**src/rtl/pulse_pair_gen_pkg.sv**
```systemverilog
// rtl/pulse_pair_gen_pkg.sv - shared state encoding and width default for the pulse pair generator
package pulse_pair_gen_pkg;

  // Default width of the delay and width operands.
  localparam int CNT_W_DEF = 8;

  // FSM encoding; 2'd3 is unused and recovers to ST_IDLE.
  typedef enum logic [1:0] {
    ST_IDLE = 2'd0,
    ST_RUN  = 2'd1,
    ST_FIN  = 2'd2
  } state_e;

endpackage

```
**src/rtl/pulse_pair_gen.sv**
```systemverilog
// rtl/pulse_pair_gen.sv - one-shot generator of a reference pulse and a delayed copy
module pulse_pair_gen
  import pulse_pair_gen_pkg::*;
#(
  parameter int CNT_W = CNT_W_DEF
) (
  input  logic             clk,
  input  logic             reset,
  input  logic             start,
  input  logic [CNT_W-1:0] delay,
  input  logic [CNT_W-1:0] width,
  output logic             signal1,
  output logic             signal2,
  output logic             busy,
  output logic             done
);

  localparam logic [CNT_W-1:0] ONE_W = 1;
  localparam logic [CNT_W:0]   ONE_T = 1;

  state_e           state;
  logic [CNT_W-1:0] d_reg;
  logic [CNT_W-1:0] w_reg;
  logic [CNT_W:0]   t;

  // t is one bit wider than the operands so D+W never wraps.
  logic [CNT_W-1:0] w_eff;
  logic [CNT_W:0]   pair_end;
  logic [CNT_W:0]   t_next;
  logic             last_cycle;

  // Operand conditioning and next-count decode for the running pair.
  always_comb begin
    w_eff      = (width == '0) ? ONE_W : width;
    pair_end   = {1'b0, d_reg} + {1'b0, w_reg};
    t_next     = t + ONE_T;
    last_cycle = (t == (pair_end - ONE_T));
  end

  // Single FSM: outputs are computed from the next value of t so they are registered.
  always_ff @(posedge clk or negedge reset) begin
    if (!reset) begin
      state   <= ST_IDLE;
      t       <= '0;
      d_reg   <= '0;
      w_reg   <= '0;
      signal1 <= 1'b0;
      signal2 <= 1'b0;
      busy    <= 1'b0;
      done    <= 1'b0;
    end else begin
      case (state)
        ST_IDLE: begin
          signal1 <= 1'b0;
          signal2 <= 1'b0;
          busy    <= 1'b0;
          done    <= 1'b0;
          if (start) begin
            d_reg   <= delay;
            w_reg   <= w_eff;
            t       <= '0;
            state   <= ST_RUN;
            busy    <= 1'b1;
            // t=0 is always inside the first pulse because W is at least 1.
            signal1 <= 1'b1;
            signal2 <= (delay == '0);
          end
        end

        ST_RUN: begin
          if (last_cycle) begin
            state   <= ST_FIN;
            signal1 <= 1'b0;
            signal2 <= 1'b0;
            done    <= 1'b1;
            t       <= t_next;
          end else begin
            t       <= t_next;
            signal1 <= (t_next < {1'b0, w_reg});
            signal2 <= (t_next >= {1'b0, d_reg}) && (t_next < pair_end);
          end
        end

        ST_FIN: begin
          state   <= ST_IDLE;
          t       <= '0;
          busy    <= 1'b0;
          done    <= 1'b0;
          signal1 <= 1'b0;
          signal2 <= 1'b0;
        end

        default: begin
          state   <= ST_IDLE;
          t       <= '0;
          busy    <= 1'b0;
          done    <= 1'b0;
          signal1 <= 1'b0;
          signal2 <= 1'b0;
        end
      endcase
    end
  end

endmodule

```
**config.mk**
```make
export PLATFORM = sky130hd
export DESIGN_NAME = pulse_pair_gen
export DESIGN_NICKNAME = d
export VERILOG_FILES = /design/src/rtl/pulse_pair_gen_pkg.sv /design/src/rtl/pulse_pair_gen.sv
export SDC_FILE = /design/constraint.sdc
export NUM_CORES = 1
export LEC_CHECK = 0
export BUFFER_PORTS_ARGS = -buffer_cell sky130_fd_sc_hd__buf_4
export CAP_MARGIN = 20
export CORE_UTILIZATION = 30
export DETAILED_ROUTE_END_ITERATION = 8
export PLACE_DENSITY = 0.44
export SLEW_MARGIN = 20
export SYNTH_ARGS = -nofsm -noshare
export SYNTH_HDL_FRONTEND = slang
export SYNTH_SLANG_ARGS = --single-unit
```
**constraint.sdc**
```tcl
create_clock -name clk -period 3.4 [get_ports clk]
set_input_delay 0.51 -clock clk [delete_from_list [all_inputs] [get_ports clk]]
set_output_delay 0.51 -clock clk [all_outputs]
set_load 0.05 [all_outputs]
```
==> impl_metrics.json <==
{
  "synth-seq-area-share": 0.296,
  "h-tree-depth": 2,
  "cts_buffer_depth": 2,
  "cts.sinks": 31,
  "synth-simple-area-share": 0.181,
  "drc": 0,
  "cp.arrival_ns": 3.24,
  "crit_chain": "ha_1 -> fa_1 -> a21o_2 -> nor3b_2 -> nor3_4 -> xor2_1 -> nor3b_1 -> a31oi_2 -> nor4b_4 -> o21ai_1",
  "final_net_count": 357,
  "dr.pass1.iters": 4,
  "ys_types": 59,
  "startpoint": "d_reg[0]",
  "clock_latency_ns": 0.29,
  "drv_cap": 0,
  "rsz0062_at_grt": "false",
  "gp_congestion": 0.756,
  "critical_path.max_fanout": 6,
  "status": "finished, final reports clean",
  "clkTransAtPathRegs_ns": 0.07,
  "cts_resized": 0,
  "ys_warn_count": 0,
  "hold_viol_final": 0,
  "worstMarginPinSlew_ns": 1.00,
  "synthFlopType": "dfrtp_1",
  "routed-via-count": 2057,
  "path_delay_family": "simple AND/OR/NAND/NOR gates",
  "finalCritPeriodShare": 0.905,
  "hp-class": "input port to async pin",
  "worst_path_max_delay_cell": "fa_1",
  "critPathBufInv": 0,
  "critPathCaptureType": "flop",
  "post-cts-setup-buffers": 0,
  "relSlewSlack": 0.328,
  "max_freq_mhz": 325,
  "required_ns": 3.57,
  "drtIter0Drc": 56,
  "skew_ns": 0.00321,
  "diodes": 0,
  "fp.dieH_um": 95.5,
  "mappedNetlistArea_um2": 2620,
  "portBuffers": 22,
  "fill_cells": 855,
  "largest_reg_flops": 9,
  "synthXorXnorAreaFrac": 0.0730,
  "ys_ff_latch": 31,
  "routed_wl_mm": 6.65,
  "start_util": 0.315,
  "avgSynthCellArea_um2": 9.30,
  "syn_inst": 282,
  "core_um2": 8340,
  "place_hpwl_mm": 5.20,
  "viasPerCell": 5.03,
  "synth_edf_count": 0,
  "io_pins": 23,
  "setup_viol": 0,
  "numCtsBuffers": 5,
  "wl_per_cell_um": 16.3,
  "final.setup.tns_ns": 0,
  "synthAdderAreaFrac": 0.170,
  "gr-total-overflow": 0,
  "cts_tree": "yes",
  "dieArea_um2": 9120,
  "worstSetupPathType": "flop to flop",
  "rr_startpoint": "d_reg[0]",
  "ff2ff_setup_slack_ns": 0.32,
  "drive_above_1_share": 0.168,
  "place_inst": 401,
  "final_cell_area_um2": 2960,
  "reg2regPathDepth": 10,
  "track_usage": 0.171,
  "synth_top_family_by_area": "compound AO/OA/AOI/OAI gates",
  "synth-compound-area-share": 0.225,
  "die_x_um": 95.5,
  "antenna_found_initial": 0,
  "grt_max_degree": 36,
  "holdBufCountCts": 0,
  "r2r_end": "signal2",
  "syn2layout_area_growth_pct": 12.8,
  "rows": 33,
  "final_cell_count_no_fill": 409,
  "pre_cts_slack_ns": 0.336,
  "syn-num-nets": 336,
  "synthArstFlopShare": 1.00,
  "synthMuxAreaShare": 0.00429,
  "slew_viol_final": 0,
  "critPathMaxStageDelay_ns": 0.43,
  "start_kind": "flop",
  "ant_nets": 0,
  "fin_crit_ns": 3.08,
  "grt_first_pass_wirelength_mm": 11.4,
  "place_area_um2": 2880,
  "fin_ws_ns": 0.322,
  "clock-root-buffer": "clkbuf_8",
  "grt_pass1_vias": 2192
}
[synth_stat cells (all sizes together) (8+ instances only)]
| cell type | n | share of area |
|---|---|---|
| dfrtp | 31 | 0.30 |
| nand2b | 8 | 0.019 |
| a21oi | 10 | 0.021 |
| ha | 34 | 0.16 |
| o21ai | 31 | 0.059 |
| xnor2 | 11 | 0.037 |
| nand2 | 25 | 0.036 |
| xor2 | 10 | 0.036 |
| nand3 | 10 | 0.019 |
| a21o | 9 | 0.026 |
| nor2 | 9 | 0.013 |
| inv | 18 | 0.026 |
[cells by family (layout without fill, tap and decap cells)]
family / after synthesis / count (layout)
simple gates: 83 / 83
flops: 31 / 31
mux: 1 / 1
compound gates: 82 / 82
buf+inv: 29 / 51
fa+ha+maj: 35 / 35
xor+xnor: 21 / 21
[placed cells by master, fill, tap and decap left out, types with 2 or more instances in the layout]
| cell | Yosys | routed |
|---|---|---|
| o2111ai_1 | 2 | 2 |
| and3_1 | 3 | 3 |
| o21bai_1 | 4 | 4 |
| a211oi_2 | 3 | 3 |
| ha_1 | 34 | 34 |
| nor2b_1 | 2 | 2 |
| xor2_1 | 9 | 9 |
| o21ai_1 | 4 | 4 |
| o21a_1 | 4 | 4 |
| a22o_1 | 5 | 5 |
| nor2_1 | 9 | 9 |
| o21ai_0 | 27 | 27 |
| nand4_1 | 2 | 2 |
| buf_4 | 0 | 25 |
| nand2b_1 | 8 | 8 |
| a21o_1 | 8 | 8 |
| nor3b_1 | 3 | 2 |
| clkbuf_1 | 5 | 2 |
| inv_1 | 18 | 18 |
| nor4_1 | 3 | 3 |
| nor3b_2 | 1 | 2 |
| clkbuf_8 | 1 | 5 |
| and2_1 | 2 | 2 |
| o211ai_1 | 2 | 2 |
| xnor2_1 | 11 | 11 |
| a211o_1 | 2 | 2 |
| a21oi_1 | 9 | 9 |
| dfrtp_1 | 31 | 31 |
| nor3_1 | 4 | 4 |
| nand3_1 | 10 | 10 |
| nand2_1 | 25 | 25 |
[metrics by stage]
step | hold WS [ns] | utilization
CTS | 0.173 | 0.355
global placement | 0.480 | 0.345
detailed placement | 0.485 | 0.345
floorplan | 0.214 | -
finish | 0.157 | 0.355
global route | 0.189 | 0.355
[metal layers]
layer	GRT usage	vias to the layer above	wire (µm)
li1	-	1057	-
met1	0.215	960	3140
met2	0.292	29	3190
met3	0.0271	11	154
met4	0.0659	0	168
met5	0	-	0
[cell type report]
class,count,area (µm²),area share
clock buffers,7,76.3,0.0258
clock inverters,1,5.00,0.00169
inverters,18,67.6,0.0228
multi-input cells,222,1720,0.580
flip-flops and latches,31,776,0.262
well taps,105,131,0.0444
repair buffers,25,188,0.0634
[worst max-delay path by stage]
| stage | end | depth (start not counted) |
|---|---|---|
| after floorplan | signal2 | 9 |
| after global placement | signal2 | 9 |
| after detailed placement | signal2 | 10 |
| after CTS | signal2 | 10 |
| after global routing | signal2 | 10 |
| final | signal2 | 10 |
Power is left out: the tool's default activity adds up to more than one toggle a clock period on the data nets, which glitch-free logic cannot reach.
